[config.mk]
export PLATFORM = sky130hd
export DESIGN_NAME = fetch_controller
export DESIGN_NICKNAME = d
export VERILOG_FILES = /design/src/rtl/fetch_pkg.sv /design/src/rtl/if_id_reg.sv /design/src/rtl/fetch_controller.sv
export SDC_FILE = /design/constraint.sdc
export NUM_CORES = 1
export LEC_CHECK = 0
export ABC_AREA = 1
export ABC_CLOCK_PERIOD_IN_PS = 5200
export CORE_MARGIN = 2
export CORE_UTILIZATION = 44
export CTS_CLUSTER_DIAMETER = 120
export DETAILED_ROUTE_END_ITERATION = 7
export PLACE_DENSITY = 0.77
export SYNTH_ARGS = -nofsm -noshare
export SYNTH_HDL_FRONTEND = slang
export SYNTH_SLANG_ARGS = --single-unit
export TNS_END_PERCENT = 30
[constraint.sdc]
create_clock -name clk -period 5.2 [get_ports clk]
set_clock_uncertainty 0.15 [all_clocks]
set_input_delay 0.78 -clock clk [delete_from_list [all_inputs] [get_ports clk]]
set_output_delay 0.78 -clock clk [all_outputs]
set_load 0.02 [all_outputs]
[src/rtl/fetch_pkg.sv]
// Shared types and constants for the instruction-fetch stage.
package fetch_pkg;

    localparam int unsigned IF_ADDR_W = 64;
    localparam int unsigned IF_INST_W = 32;

    localparam logic [31:0] NOP_INSTR  = 32'h0000_0013;
    localparam logic [31:0] HALT_INSTR = 32'h0000_0063;

    typedef enum logic [1:0] {
        RUN,
        HALT,
        FAULT
    } fetch_state_t;

    typedef struct packed {
        logic [IF_ADDR_W-1:0] pc;
        logic [IF_INST_W-1:0] instr;
        logic                 valid;
    } if_id_t;

endpackage

[src/rtl/if_id_reg.sv]
// IF/ID pipeline register: bubble has priority over load; otherwise the entry holds.
module if_id_reg
    import fetch_pkg::*;
#(
    parameter logic [IF_INST_W-1:0] NOP_WORD = NOP_INSTR
) (
    input  logic   clk,
    input  logic   rst,
    input  logic   load,
    input  logic   bubble,
    input  if_id_t d,
    output if_id_t q
);

    if_id_t entry_q, entry_d;
    if_id_t bubble_entry;

    assign bubble_entry = '{pc: '0, instr: NOP_WORD, valid: 1'b0};

    always_comb begin
        entry_d = entry_q;
        if (bubble) begin
            entry_d = bubble_entry;
        end else if (load) begin
            entry_d = d;
        end
    end

    always_ff @(posedge clk or posedge rst) begin
        if (rst) begin
            entry_q <= bubble_entry;
        end else begin
            entry_q <= entry_d;
        end
    end

    assign q = entry_q;

endmodule

[src/rtl/fetch_controller.sv]
// Instruction-fetch sequencer: owns the PC, feeds IF/ID, handles stall/redirect/halt/fault.
// Optional performance counters are enabled with the FETCH_PERF_CNT_EN macro.
module fetch_controller #(
    parameter int unsigned        ADDR_W     = fetch_pkg::IF_ADDR_W,
    parameter int unsigned        INST_W     = fetch_pkg::IF_INST_W,
    parameter logic [ADDR_W-1:0]  RESET_PC   = '0,
    parameter int unsigned        IMEM_BYTES = 132,
    parameter logic [INST_W-1:0]  NOP_INSTR  = fetch_pkg::NOP_INSTR,
    parameter logic [INST_W-1:0]  HALT_INSTR = fetch_pkg::HALT_INSTR
) (
    input  logic              clk,
    input  logic              reset,
    output logic [ADDR_W-1:0] Inst_Address,
    input  logic [INST_W-1:0] Instruction,
    input  logic              stall,
    input  logic              branch_taken,
    input  logic [ADDR_W-1:0] branch_target,
    input  logic              resume,
    output logic [ADDR_W-1:0] IF_ID_PC,
    output logic [INST_W-1:0] IF_ID_Instruction,
    output logic              IF_ID_valid,
    output logic              halted,
    output logic              fetch_fault
`ifdef FETCH_PERF_CNT_EN
   ,output logic [31:0]       fetch_count,
    output logic [31:0]       stall_count
`endif
);

    import fetch_pkg::*;

    localparam logic [ADDR_W-1:0] LAST_PC = ADDR_W'(IMEM_BYTES - 4);

    fetch_state_t      state_q, state_d;
    logic [ADDR_W-1:0] pc_q, pc_d;
    logic              pc_legal;
    logic              ifid_load, ifid_bubble;
    if_id_t            ifid_d, ifid_q;

    assign pc_legal = (pc_q[1:0] == 2'b00) && (pc_q <= LAST_PC);

    always_comb begin
        state_d     = state_q;
        pc_d        = pc_q;
        ifid_load   = 1'b0;
        ifid_bubble = 1'b0;
        ifid_d      = '{pc: pc_q, instr: Instruction, valid: 1'b1};
        case (state_q)
            RUN: begin
                if (branch_taken) begin
                    pc_d        = branch_target;
                    ifid_bubble = 1'b1;
                end else if (!stall) begin
                    if (!pc_legal) begin
                        ifid_bubble = 1'b1;
                        state_d     = FAULT;
                    end else begin
                        ifid_load = 1'b1;
                        if (Instruction == HALT_INSTR) begin
                            state_d = HALT;
                        end else begin
                            pc_d = pc_q + ADDR_W'(4);
                        end
                    end
                end
            end
            HALT: begin
                // An older branch resolving taken still wins over the halt.
                if (branch_taken) begin
                    pc_d        = branch_target;
                    ifid_bubble = 1'b1;
                    state_d     = RUN;
                end else if (!stall) begin
                    ifid_bubble = 1'b1;
                    if (resume) begin
                        pc_d    = pc_q + ADDR_W'(4);
                        state_d = RUN;
                    end
                end
            end
            default: ifid_bubble = 1'b1;
        endcase
    end

    always_ff @(posedge clk or posedge reset) begin
        if (reset) begin
            state_q <= RUN;
            pc_q    <= RESET_PC;
        end else begin
            state_q <= state_d;
            pc_q    <= pc_d;
        end
    end

    if_id_reg #(
        .NOP_WORD (NOP_INSTR)
    ) u_if_id_reg (
        .clk    (clk),
        .rst    (reset),
        .load   (ifid_load),
        .bubble (ifid_bubble),
        .d      (ifid_d),
        .q      (ifid_q)
    );

    assign Inst_Address      = pc_q;
    assign IF_ID_PC          = ifid_q.pc;
    assign IF_ID_Instruction = ifid_q.instr;
    assign IF_ID_valid       = ifid_q.valid;
    assign halted            = (state_q == HALT);
    assign fetch_fault       = (state_q == FAULT);

`ifdef FETCH_PERF_CNT_EN
    logic [31:0] fetch_count_q, fetch_count_d;
    logic [31:0] stall_count_q, stall_count_d;

    always_comb begin
        fetch_count_d = fetch_count_q;
        stall_count_d = stall_count_q;
        if (ifid_load && (fetch_count_q != '1)) begin
            fetch_count_d = fetch_count_q + 32'd1;
        end
        if ((state_q == RUN) && stall && !branch_taken && (stall_count_q != '1)) begin
            stall_count_d = stall_count_q + 32'd1;
        end
    end

    always_ff @(posedge clk or posedge reset) begin
        if (reset) begin
            fetch_count_q <= '0;
            stall_count_q <= '0;
        end else begin
            fetch_count_q <= fetch_count_d;
            stall_count_q <= stall_count_d;
        end
    end

    assign fetch_count = fetch_count_q;
    assign stall_count = stall_count_q;
`endif

endmodule

======== Word-level counts from Yosys, hierarchy flattened ========
Cells that the tools add are included.
cells by class
  $add $sub $neg .......................... 1
  magnitude comparators ................... 1
  equal/unequal tests ..................... 11
  mux-type cells .......................... 28
  reductions and logical operators ........ 7
operator list
  operator                                                          number
  two-way mux 64 bit                                                7
  two-way mux 97 bit                                                2
  case mux 64 bit (2 select lines)                                  1
  adder 64 x 3 -> 64 bit (second input constant)                    1
  less-or-equal comparator 64 x 8 -> 1 bit (second input constant)  1
  == test 32 x 7 -> 1 bit (second input constant)                   1
  != test 3 bit (second input constant)                             6
  two-way mux 2 bit                                                 7
  AND reduction 6 bit                                               2
  two-way mux 1 bit                                                 9
  logical NOT 2 bit                                                 2
  != test 2 bit (second input constant)                             2
  case mux 2 bit (2 select lines)                                   1
  nonzero test 2 bit                                                2
  == test 2 x 1 -> 1 bit (second input constant)                    1
  == test 2 bit (second input constant)                             1
  case mux 1 bit (2 select lines)                                   1
  logical AND 1 bit                                                 1
word-level totals
  register bits after elaboration ......... 163
  input port bits ......................... 101
  output and inout port bits .............. 163
  logic and storage cells ................. 53

======== Logic depth before layout (Yosys ltp) ========
Gate-level depths: netlist of run 1.
  depth after elaboration ................. 8
  depth in mapped cells ................... 13
  mapped depth without buffers ............ 13

======== Cells and area by module ========
From an unflattened synthesis of run 1, not the netlist that was laid out.
second synthesis, totals
  cells, all modules ...................... 1,440
  area, all modules ....................... 9,608.0 µm²
by module, submodules not included
  module            instances  cells each  area an instance (µm²)  sequential area each (µm²)
  fetch_controller  1          1,018       5,791.8                 1,651.6
  if_id_reg         1          422         3,816.2                 2,431.1

======== Worst setup path before layout of run 1 ========
No wires, ideal clock.
  path type ............................... input-to-reg
  from .................................... input branch_taken
  to ...................................... register pc_q[2], in the netlist Inst_Address[2]
  library setup time ...................... 0.066 ns
  arrival ................................. 1.990 ns
  required time ........................... 4.984 ns
  path slack .............................. 2.994 ns
  cell stages on the path ................. 8
  buffers on the path ..................... 3
  path through ............................ buf_2 -> inv_1 -> a31oi_1 -> nand2_1 -> buf_1 -> buf_1 -> nand3_1 -> nand2_1
on the way
  word-level cells in the longest chain between the ends .. 2
  elaborated cells on any way between the ends .. 9
  classes of those cells .................. eq/ne: 5; mux: 3; reduce/logical: 1
RTL lines
  item                                                                                      RTL line                RTL
  start: declaration                                                                        fetch_controller.sv:16  input logic branch_taken,
  != test 3 bit (no source line), or another cell as far along                              --
  AND reduction 6 bit (no source line) or case mux 64 bit (2 select lines) (tied branches)  --
  end signal: assignment                                                                    fetch_controller.sv:91  pc_q <= pc_d;
  end: declaration                                                                          fetch_controller.sv:35  logic [ADDR_W-1:0] pc_q, pc_d;
Parallel ways exist; a longest one is shown, timed or not.
A chain may end at the register's enable or synchronous reset.

======== Worst setup path after layout of run 1 ========
  from .................................... register pc_q[2], in the netlist Inst_Address[2]
  to ...................................... register u_if_id_reg.entry_q, in the netlist u_if_id_reg.q[93]
on the way
  word-level cells in the longest chain between the ends .. 7
  elaborated cells on any way between the ends .. 12
  classes of those cells .................. order compare: 1; mux: 9; reduce/logical: 2
RTL lines
  item                                                                  RTL line                RTL
  less-or-equal comparator 64 x 8 -> 1 bit *                            fetch_controller.sv:40  assign pc_legal = (pc_q[1:0] == 2'b00) && (pc_q <= LAST_PC);
  logical AND 1 bit *                                                   fetch_controller.sv:40
  two-way mux 1 bit                                                     fetch_controller.sv:54  if (!pc_legal) begin
  two-way mux 1 bit                                                     fetch_controller.sv:53  end else if (!stall) begin
  two-way mux 1 bit                                                     fetch_controller.sv:50  if (branch_taken) begin
  case mux 1 bit (2 select lines) or two-way mux 1 bit (tied branches)  fetch_controller.sv:48  case (state_q)
  two-way mux 97 bit or nonzero test 2 bit (tied branches)              --
  end signal: assignment                                                if_id_reg.sv:31         entry_q <= bubble_entry;
  end signal: assignment                                                if_id_reg.sv:33         entry_q <= entry_d;
  end: declaration                                                      if_id_reg.sv:15         if_id_t entry_q, entry_d;
Mark *: on every way between the ends. The rest lies on a longest branch, timed or not.

==> run summary, run 1 <==
The clock net sink count came out at between 150 and 200. The area of all placed cells without fillers came out at around 13000 um^2. The maximum number of pins on one net before global-route repair is 82. The clock network power share is a little over two fifths. The die span in y came out at about 150 um. The number of antenna violations at the first check in global routing is 1. The flow ran to the end, and the final reports show no timing, DRC or antenna violations.

The critical path is of the flip-flop to flip-flop type. The number of buffers added for setup after CTS came out at 0. The post-route DRC violation count came out at 0.

Synthesis inferred roughly 160 register bits. The aggregate global-route resource usage is around 29%. The die area came out at 22600 um^2. Subtracting the final worst setup slack from the clock period gives 3.445 ns. The synthesized instance count came out at around 1400. Summing all placed instances gives a cell area of 12200 um^2.

The H-tree depth came out at 4. The total of hold buffers inserted after clock tree synthesis is 0. The x dimension of the die came out at 150.3 um. The switching power came out at 0.8654 mW. Counting every net in the synthesized netlist gives 1494. The worst-skew pair later-pin latency came out at approximately 0.44 ns. The total count of max-transition violations in the final report came to 0. The number of standard-cell rows in the floorplan came out at 53. The worst supply voltage drop on vdd came out at 0.2082 mV.

The summed negative setup slack over all endpoints is 0 ns. The starting DRC count in detailed routing came out at 719. The vias per cell came out at approximately 5.2. Setup repair after global routing left no endpoint under its margin. Across the run, the number of max-cap violations was 0. The number of failing hold endpoints at the final stage was 0. The final layout net count is 1729. STA classifies the critical path startpoint as a flip-flop. For the worst setup path, the data arrival time is 3.66 ns. The count of filler cells inserted in the layout came out at 1933. The global-route wire length before repair came out at between 50000 and 60000 um. The sequential share of power is 45.4%.

The type of element capturing the critical path is a flip-flop. The initial standard-cell utilization of the core is 44.81%. The CTS clock-pin slew for the worst setup and hold paths is 0.07 ns. The worst path uses 66.25% of the clock period. The TritonCTS clock tree is built. Of the total power, combinational logic draws 12.0%. The number of buffers created by CTS is 17.

The setup-violating endpoint count in the final report is 0. The number of distinct library cells after synthesis came out at 33. The internal power of the cells came out at around 2.1 mW. The detailed placer's ending HPWL is around 24000 um. The leakage power of the design came out at approximately 5.7 nW. The path class of the tightest hold or removal check is flip-flop to flip-flop.

The placer's final routability congestion estimate came out at roughly 0.95. The largest fanout on the critical path came out at 43. During placement, the flow inserted port buffers numbering 263.

In this run the register-to-register setup slack is about 1.8 ns. The clock passes through at most 2 buffers. For this run, the detailed router's first-pass iteration total came to 5. The leftover overflow at the end of global routing came out at 0. From synthesis to final layout, the design area changed by 35.91%. For this run, the number of Yosys warnings is 0. The count of pins on the block boundary is 264.

For the pin with the worst max-slew slack, the measured transition is between 1 and 1.5 ns. Data on the critical path is required at its endpoint by 5.41 ns. The net switching share of the total power came out at about 29%. The average routed wire per standard cell is 16.81 um. The achievable frequency came out at 290.3 MHz.

The number of global-route vias before repair came out at 9478. The worst slew margin relative to its limit came out at 16.80%. The mapped netlist covers 9420 um^2. The routed layout has 9921 vias. A synthesized cell averages 6.772 um^2. The post-cts repair resize count is 0.

Wires add up to approximately 32000 um. Sequential elements use 43.34% of the synthesized area. The fraction of final layout cells with drive strength greater than 1 came out at 4.088%. The number of nets still failing antenna checks after routing is 0. The core region is 21020 um^2. In this run the clock root is driven by a clkbuf_16. The power density over the cells is 233.6 nW/um^2.
==> worst paths after layout <==
kind                                   start           endpoint  cells after the start
hold / removal             u_if_id_reg.q[96]  u_if_id_reg.q[96]                      2
max in group asynchronous              reset   u_if_id_reg.q[2]                      3
setup reg to reg             Inst_Address[2]  u_if_id_reg.q[93]                     12
setup / recovery             Inst_Address[2]  u_if_id_reg.q[93]                     12
hold reg to reg            u_if_id_reg.q[96]  u_if_id_reg.q[96]                      2
min in group asynchronous              reset   Inst_Address[15]                      2
==> layer usage <==
metal / routed length [um] / vias to the layer above / GRT usage, %
li1: - / 4835 / -
met1: 13080 / 4604 / 36.83
met2: 15640 / 423 / 48.89
met3: 2509 / 59 / 4.818
met4: 973 / 0 / 11.27
met5: 0 / - / 0
==> sequential cells by signal, summed over array words and instances (netlist names) <==
register	count
u_if_id_reg.q	97
state_q	2
Inst_Address	64
==> power groups by stage <==
stage	Combinational (mW)	Sequential, mW	Clock, mW
after floorplan	0.143	1.39	0
after global placement	0.355	1.38	0
after detailed placement	0.359	1.38	0
after CTS	0.361	1.36	1.29
after global routing	0.394	1.36	1.35
final	0.358	1.36	1.28
==> through the flow <==
stage	setup WS, ns	hold slack [ns]	total power [mW]	utilization (%)	std cells
2_1_floorplan	2.202	0.3765	1.535	-	1391
3_3_place_gp	1.564	0.3301	1.735	58.06	1882
3_5_place_dp	1.576	0.3337	1.739	58.06	1882
4_1_cts	1.749	0.3441	3.005	60.90	1914
5_1_grt	1.470	0.3621	3.103	60.91	1915
6_report	1.755	0.3445	2.991	60.91	1915
==> cell usage in the layout (no fill, tap or decap), types with 3 or more instances in the layout <==
cell / instances
dfstp_2: 3
buf_4: 9
nor2_2: 6
nor3_1: 3
inv_8: 5
nand4_1: 57
nor2_1: 237
clkinv_8: 3
dfrtp_1: 160
or2_1: 3
clkbuf_16: 17
xnor2_1: 9
inv_1: 116
nand3_1: 141
o21bai_1: 9
clkdlybuf4s50_1: 262
nand2_1: 520
o21ai_0: 28
nand2_2: 4
a21oi_1: 4
inv_6: 4
xor2_1: 13
==> synthesized netlist by cell type, drive strengths merged <==
cell / number / area share [%]
a21boi: 2 / 0.16
a21oi: 4 / 0.21
a31oi: 2 / 0.13
and2: 2 / 0.13
buf: 35 / 2.3
clkbuf: 23 / 0.92
dfrtp: 160 / 43
dfstp: 3 / 0.84
ha: 2 / 0.27
inv: 117 / 4.7
mux2: 2 / 0.24
nand2: 525 / 21
nand3: 142 / 7.6
nand3b: 1 / 0.080
nand4: 58 / 3.9
nor2: 245 / 10
nor3: 4 / 0.33
o21ai: 29 / 1.5
o21bai: 9 / 0.72
or2: 4 / 0.27
xnor2: 9 / 0.84
xor2: 13 / 1.2
==> worst max-delay path, cell delays in order (launching register included) <==
cell and delay, ns:
dfrtp_1 0.54, inv_1 0.21, ha_1 0.17, nand2_1 0.05, o21ai_0 0.19, nand2_1 0.12, nor2_4 0.16, nand3_1 0.13
nand2_2 0.08, buf_4 0.38, nand3_2 0.58, buf_4 0.46, nor2_1 0.15
==> final cells by class <==
class / instances / area, um^2 / share of cell area (%)
multi-input combinational: 1053 / 4599 / 35.92
sequential: 163 / 4083 / 31.89
timing repair buffer: 274 / 2735 / 21.36
inverter: 117 / 442.9 / 3.459
clock buffer: 18 / 439.2 / 3.430
tap: 275 / 344.1 / 2.687
clock inverter: 14 / 157.7 / 1.231
antenna: 1 / 2.502 / 0.01954
==> kinds of logic (layout without fill, tap and decap cells) <==
family / Yosys count / in the layout / synth area share [%]
other: 0 / 1 / 0
multiplexers: 2 / 2 / 0.2391
adder cells (fa/ha/maj): 2 / 2 / 0.2656
AND/OR/NAND/NOR: 981 / 981 / 43.43
AO/OA/AOI/OAI: 46 / 46 / 2.762
XOR/XNOR: 22 / 22 / 2.045
buffers and inverters: 175 / 423 / 7.916
flip-flops: 163 / 163 / 43.34
Note: power is estimated with default switching activity, not from simulation.
==> inputs of run 2 (changes only) <==
--- a/config.mk
+++ b/config.mk
@@ -6,12 +6,12 @@
 export NUM_CORES = 1
 export LEC_CHECK = 0
 export ABC_AREA = 1
-export ABC_CLOCK_PERIOD_IN_PS = 5200
+export ABC_CLOCK_PERIOD_IN_PS = 3500
 export CORE_MARGIN = 2
-export CORE_UTILIZATION = 44
+export CORE_UTILIZATION = 49
 export CTS_CLUSTER_DIAMETER = 120
 export DETAILED_ROUTE_END_ITERATION = 7
-export PLACE_DENSITY = 0.77
+export PLACE_DENSITY = 0.82
 export SYNTH_ARGS = -nofsm -noshare
 export SYNTH_HDL_FRONTEND = slang
 export SYNTH_SLANG_ARGS = --single-unit
==> constraint.sdc (replaced) <==
create_clock -name clk -period 3.5 [get_ports clk]
set_clock_uncertainty 0.15 [all_clocks]
set_input_delay 0.525 -clock clk [delete_from_list [all_inputs] [get_ports clk]]
set_output_delay 0.525 -clock clk [all_outputs]
set_load 0.02 [all_outputs]
==> run 2 against run 1 <==
  * Design area down 0.20%
  * Via count grew 1.8%
  * First-iteration DRC count down 6.0%
  * Worst setup slack lost 1.1 ns
  * Highest routed layer unchanged
  * Critical path depth down 1
  * Clock-buffer cell count unchanged
  * Core utilization is 7.2 points higher
  * Final cell count is 1.9% lower
  * Global-route usage rose by 3.8 points
  * Sequential share of layout area increased by 0.062 points
  * Register-to-register slack lost 1.1 ns
  * Largest cell class unchanged
  * Total power grew 47%
==> run summary, run 2 (same netlist as run 1, synthesis figures left out) <==
The flow ran to the end, and the final reports show no timing, DRC or antenna violations. The initial standard-cell utilization of the core came out at 50.19% (+5.4 points). The multi-input gate area in the final layout is 4599 um^2 (unchanged). The total count of max-transition violations in the final report is 0 (unchanged).

The number of standard-cell rows in the floorplan came out at 50 (-5.7%). The count of cells along the worst hold path is 2 (unchanged). The setup-violating endpoint count in the final report came out at 0 (unchanged).

The post-route DRC violation count was 0 (unchanged). The final layout net count is 1735 (+0.35%). The cell at the slowest stage of the critical path is dfrtp_1. The met2 track demand over resource in global routing came to 57.26% (+8.4 points).

The achievable frequency came out at 354.4 MHz (+22%). The startpoint kind of the worst setup timing path is a flip-flop. The register area came to 4083 um^2 (unchanged). By instance count, the cell type seen most on the critical path is nand2_1. The largest fanout on the critical path came to 7 (-84%). The worst slew margin relative to its limit came out at 47.55% (+31 points). The worst hold-check path type is flip-flop to flip-flop. The leakage power of the design is 5.658 nW (about the same).

The H-tree depth is 4 (unchanged). The fraction of the cycle the final worst path needs came out at 80.63% (+14 points). The wire length reported by the detailed router is 32950 um (+2.3%). The met3 global-route usage came out at 5.835% (+1.0 points). The final critical-path required period came out at 2.822 ns (-0.6228 ns).

The synthesis-to-layout area growth is 35.65%. The global-route wire length before repair came out at 51350 um (+1.4%). The worst register-to-register path ends at Inst_Address[46]. The slack of the worst reg-to-reg path is 0.68 ns (-1.08 ns).

The starting DRC count in detailed routing came out at 676 (-6.0%). In the layout the commonest cells are 520 x nand2_1, 262 x clkdlybuf4s50_1, 237 x nor2_1. The fraction of final layout cells with drive strength greater than 1 came out at 4.377% (+0.29 points). The worst setup path is of the flip-flop to flip-flop kind. The TritonCTS clock tree is built. The vias per cell is 5.373 (+3.7%). The data required time at the worst endpoint came out at 3.73 ns (-1.68 ns). Broken down by cell family, the worst path's largest delay share belongs to simple AND/OR/NAND/NOR gates. The data arrival time of the critical path came out at 3.05 ns (-0.61 ns). The critical path goes through ha_1 -> inv_1 -> nor2_2 -> nand3_1 -> nor2_1 -> nand2_1 -> o21bai_1 -> nand3_1 -> nand2_1 -> nand2_1 -> nand2_1. The maximum number of pins on one net before global-route repair is 78 (-4.9%).

The aggregate global-route resource usage is 32.64% (+3.8 points). The number of buffer and inverter stages on the critical path is 1 (-2). The slew at the pin with the worst max-slew slack came to 0.7851 ns (-0.4589 ns). The count of filler cells inserted in the layout is 1668 (-14%). The via count came to 10100 (+1.8%). The number of failing hold endpoints at the final stage is 0 (unchanged). The number of buffers added for setup after CTS came out at 0 (unchanged). The CTS clock-pin slew for the worst setup and hold paths is 0.07 ns (about the same). The detailed placer's ending HPWL came out at 24660 um (+3.1%). The count of TritonRoute iterations in the first routing pass is 5 (unchanged). The average routed wire per standard cell came out at 17.53 um (+4.3%). The flip-flop count of the largest register, all copies and words added is 97 (unchanged). The worst supply voltage drop on vdd is 0.3690 mV (+77%).

The number of buffers created by CTS came out at 17 (unchanged). The routing usage on met1 came out at 39.41% (+2.6 points). The number of antenna diodes came to 0 (-1). The worst hold path begins at u_if_id_reg.q[75].

The startpoint identified for the worst register-to-register timing path is Inst_Address[3]. The number of nets still failing antenna checks after routing is 0 (unchanged). The number of antenna violations at the first check in global routing is 0 (-1). The maximum clock insertion buffer count came out at 2 (unchanged).

The port buffer count is 263 (unchanged). The summed negative setup slack over all endpoints was 0 ns (unchanged). The core outline area is 18770 um^2 (-11%). The end-of-flow core utilization is 68.09% (+7.2 points). The number of cells on the worst reg-to-reg path was 11 (-1).

Setup repair after global routing left no endpoint under its margin. The root buffer cell is clkbuf_16. The post-cts repair resize count was 0 (unchanged). The max capacitance violation total is 0 (unchanged). The leftover overflow at the end of global routing is 0 (unchanged). The x dimension of the die came out at 142.7 um (-5.1%). The number of global-route vias before repair came out at 9650 (+1.8%). The die span in y was 142.7 um (-5.1%). The delay of the slowest critical-path stage was 0.51 ns (-0.07 ns). The power density over the cells came out at 344.2 nW/um^2 (+47%). STA classifies the critical path endpoint as a flip-flop. The capture endpoint of the worst hold path is u_if_id_reg.q[75]. The worst-skew pair later-pin latency came out at 0.45 ns (about the same). The layer with the highest usage after global routing is met2.

Leaving out fill and tap cells, the most frequent cell in the layout is nand2_1. The placer's final routability congestion estimate came out at 1.036 (+8.7%). The clock net sink count came to 163 (unchanged).

The count of pins on the block boundary is 264 (unchanged). The total of hold buffers inserted after clock tree synthesis came to 0 (unchanged). The die area is 20350 um^2 (-9.9%).
==> run 2: changes by cell type in the layout (fill, tap and decap cells not counted), sizes merged <==
cell      change
buf           +6
clkinv        -4
diode         -1
clkinvlp      +5
inv           -1
==> run 2: final cells by class <==
cell class,count,share of cell area (%)
multi-input cells,1053,35.99
flip-flops and latches,163,31.95
repair buffers,280,21.85
inverters,117,3.466
clock buffers,18,3.358
well taps,234,2.291
clock inverters,14,1.087
==> run 2: worst register-to-register path, delay by kind of cell, from the launching register on <==
kind | cells | cell delay (ns)
flip-flops | 1 | 0.51
buffers and inverters | 1 | 0.09
AO/OA/AOI/OAI | 1 | 0.15
AND/OR/NAND/NOR | 8 | 1.53
adder cells (fa/ha/maj) | 1 | 0.32
==> run 2: power breakdown <==
group / switching [mW] / total [mW] / leakage (nW) / internal (mW)
logic: 0.281 / 0.539 / 3.19 / 0.258
registers: 0.0895 / 2.01 / 2.20 / 1.92
clock network: 0.902 / 1.85 / 0.264 / 0.946
==> run 2: layer usage <==
layer / part of all wire (%) / routed length, um
met1: 39 / 12970
met2: 49 / 16220
met3: 7.3 / 2408
met4: 4.1 / 1345
met5: 0 / 0
==> run 2: worst max-delay path by stage <==
stage	slack (ns)	to	startpoint	cells past startpoint
after floorplan	0.76	Inst_Address[0]	reset	1
after global placement	0.76	Inst_Address[27]	Instruction[29]	12
after detailed placement	0.68	Inst_Address[61]	Instruction[29]	12
after CTS	0.72	Inst_Address[46]	Inst_Address[3]	11
after global routing	0.45	Inst_Address[46]	Inst_Address[3]	11
final	0.68	Inst_Address[46]	Inst_Address[3]	11
==> run 2: metrics by stage <==
step	power, mW	setup slack (ns)	instances	hold WS, ns	instance area (um^2)
floorplan	2.281	0.7566	1391	0.3765	9424
global placement	2.578	0.7634	1847	0.3301	12210
detailed placement	2.586	0.6811	1847	0.3331	12210
CTS	4.415	0.7192	1879	0.3438	12780
global route	4.543	0.4454	1879	0.3598	12780
finish	4.399	0.6780	1879	0.3415	12780
==> inputs of run 3 (changes only) <==
--- a/config.mk
+++ b/config.mk
@@ -6,7 +6,7 @@
 export NUM_CORES = 1
 export LEC_CHECK = 0
 export ABC_AREA = 1
-export ABC_CLOCK_PERIOD_IN_PS = 3500
+export ABC_CLOCK_PERIOD_IN_PS = 2900
 export CORE_MARGIN = 2
 export CORE_UTILIZATION = 49
 export CTS_CLUSTER_DIAMETER = 120
==> constraint.sdc (replaced) <==
create_clock -name clk -period 2.9 [get_ports clk]
set_clock_uncertainty 0.15 [all_clocks]
set_input_delay 0.435 -clock clk [delete_from_list [all_inputs] [get_ports clk]]
set_output_delay 0.435 -clock clk [all_outputs]
set_load 0.02 [all_outputs]
==> run 3 against run 2 <==
  * Core utilization rose by 0.74 points
  * Routed wire length increased by 2.5%
  * Maximum frequency grew 4.0%
  * Sequential power increased by 20%
  * Clock-buffer cell count unchanged
  * Largest cell class unchanged
==> run summary, run 3 (same netlist as run 1, synthesis figures left out) <==
The total count of max-transition violations in the final report is 0 (unchanged). The power share of the combinational group is 12.5% (+0.3 points). The summed negative setup slack over all endpoints is 0 ns (unchanged). The vias per cell is 5.379 (+0.12%). The setup-violating endpoint count in the final report came out at 0 (unchanged).

The worst supply voltage drop on vdd is 0.4174 mV (+13%). The CTS clock-pin slew for the worst setup and hold paths was 0.08 ns (about the same). The die span in y is 142.7 um (unchanged). The number of cells on the worst reg-to-reg path came to 9 (-2). The starting DRC count in detailed routing is 741 (+9.6%). The number of antenna violations at the first check in global routing was 0 (unchanged). The count of filler cells inserted in the layout came out at 1626 (-2.5%). The wire length reported by the detailed router was 33760 um (+2.5%). The register area is 4083 um^2 (unchanged). The worst slew margin relative to its limit came out at 49.71% (+2.2 points).

The kind of cell with the highest combined delay along the critical path is simple AND/OR/NAND/NOR gates. Setup repair after global routing left no endpoint under its margin. The fraction of the cycle the final worst path needs is 93.53% (+13 points). The die area came out at 20350 um^2 (unchanged).

The data arrival time of the critical path is 2.92 ns (-0.13 ns). By startpoint and endpoint, the worst setup path is classified as flip-flop to flip-flop. The cell at the slowest stage of the critical path is dfrtp_1. The clock net sink count is 163 (unchanged).

The internal power of the cells is 3.825 mW (+22%). The aggregate global-route resource usage came out at 33.45% (+0.82 points). The cell count along the critical path came out at 9 (-2). The data required time at the worst endpoint was 3.10 ns (-0.63 ns). The TritonCTS clock tree is built. The number of global-route vias before repair is 9876 (+2.3%). The sequential share of power came out at 44.8% (-0.9 points). The number of buffers created by CTS is 17 (unchanged). The port buffer count came out at 263 (unchanged). The count of TritonRoute iterations in the first routing pass came out at 6 (+1). The cell sitting at the root of the clock tree is a clkbuf_16. Leaving out fill and tap cells, the most frequent cell in the layout is nand2_1. The number of antenna diodes came out at 0 (unchanged). The count of pins on the block boundary was 264 (unchanged). The final critical-path required period came out at 2.712 ns (-0.1098 ns). The end-of-flow core utilization came to 68.83% (+0.74 points). The startpoint kind of the worst setup timing path is a flip-flop.

The multi-input gate area in the final layout is 4599 um^2 (unchanged). The detailed placer's ending HPWL came out at 25330 um (+2.7%). The slew at the pin with the worst max-slew slack is 0.7544 ns (-0.03071 ns). The core outline area is 18770 um^2 (unchanged). The number of nets still failing antenna checks after routing is 0 (unchanged). The total of hold buffers inserted after clock tree synthesis came to 0 (unchanged). The flip-flop count of the largest register, all copies and words added is 97 (unchanged). In the layout the commonest cells are 520 x nand2_1, 262 x clkdlybuf4s50_1, 237 x nor2_1. The max capacitance violation total came to 0 (unchanged).

The global-route wire length before repair was 52750 um (+2.7%). The power density over the cells came out at 418.0 nW/um^2 (+21%). The net switching share of the total power is 29.16% (+0.24 points). The via count is 10200 (+1.0%).

The average routed wire per standard cell is 17.80 um (+1.5%). The critical path goes through or2_1 -> nor2_1 -> nand3_1 -> nor2_2 -> nand3_1 -> nand2_2 -> nand3_2 -> buf_4 -> nor2_1. The largest fanout on the critical path is 31 (+24). The initial standard-cell utilization of the core is 50.19% (unchanged). The number of buffers added for setup after CTS was 0 (unchanged). The clock network power share came out at 42.7% (+0.7 points). The synthesis-to-layout area growth came out at 37.12%. The achievable frequency is 368.7 MHz (+4.0%). The x dimension of the die is 142.7 um (unchanged). The maximum number of pins on one net before global-route repair is 78 (unchanged). The leakage power of the design is 5.770 nW (+2.0%).

The number of failing hold endpoints at the final stage is 0 (unchanged). The final layout net count came out at 1752 (+0.98%). The total power draw came out at 5.399 mW (+23%). The number of buffer and inverter stages on the critical path is 1 (unchanged).

STA classifies the critical path endpoint as a flip-flop. The maximum clock insertion buffer count is 2 (unchanged). The path class of the tightest hold or removal check is input port to async pin. The delay of the slowest critical-path stage came out at 0.46 ns (-0.05 ns). The H-tree depth is 4 (unchanged). The placer's final routability congestion estimate came out at 0.9625 (-7.1%).

The leftover overflow at the end of global routing was 0 (unchanged). The fraction of final layout cells with drive strength greater than 1 came out at 5.415% (+1.0 points). The post-cts repair resize count is 0 (unchanged). The post-route DRC violation count was 0 (unchanged). The run finished with clean final reports.

The switching power came out at 1.574 mW (+24%). The worst-skew pair later-pin latency came out at 0.44 ns (about the same). The number of standard-cell rows in the floorplan came out at 50 (unchanged).
run 3: final timing paths:
path	slack [ns]	startpoint	end
worst max-delay path	0.19	Inst_Address[30]	u_if_id_reg.q[53]
worst min-delay path	0.20	reset	Inst_Address[8]
worst max register to register	0.19	Inst_Address[30]	u_if_id_reg.q[53]
worst min register to register	0.34	u_if_id_reg.q[42]	u_if_id_reg.q[42]
max in group asynchronous	1.63	reset	Inst_Address[37]
min in group clk	0.31	branch_taken	state_q[1]
run 3: cell type report:
| cell class | instances | area share (%) |
|---|---|---|
| Sequential cell | 163 | 31.61 |
| Inverter | 117 | 3.429 |
| Tap cell | 234 | 2.267 |
| Multi-Input combinational cell | 1053 | 35.61 |
| Timing Repair Buffer | 297 | 22.51 |
| Clock inverter | 14 | 1.182 |
| Clock buffer | 18 | 3.400 |
run 3: per-stage QoR:
| stage | worst slack [ns] | area, um^2 | cells | hold slack [ns] |
|---|---|---|---|---|
| after detailed placement | 0.2653 | 12330 | 1864 | 0.3333 |
| after global routing | 0.06730 | 12920 | 1896 | 0.2371 |
| after CTS | 0.2366 | 12920 | 1896 | 0.2066 |
| after floorplan | 0.2466 | 9424 | 1391 | 0.3765 |
| final | 0.1877 | 12920 | 1896 | 0.1971 |
| after global placement | 0.3552 | 12330 | 1864 | 0.3300 |
run 3: routing by layer:
layer  track usage [%]  part of all wire (%)
met5                 0                     0
met4             14.49                   4.2
met3             6.506                   7.6
met2             58.68                    50
met1             40.06                    38
run 3: power groups by stage:
stage	combinational (mW)	sequential, mW	clock (mW)
after floorplan	0.257	2.50	0
after global placement	0.668	2.46	0
after detailed placement	0.676	2.46	0
after CTS	0.680	2.42	2.31
after global routing	0.743	2.43	2.40
final	0.677	2.42	2.30
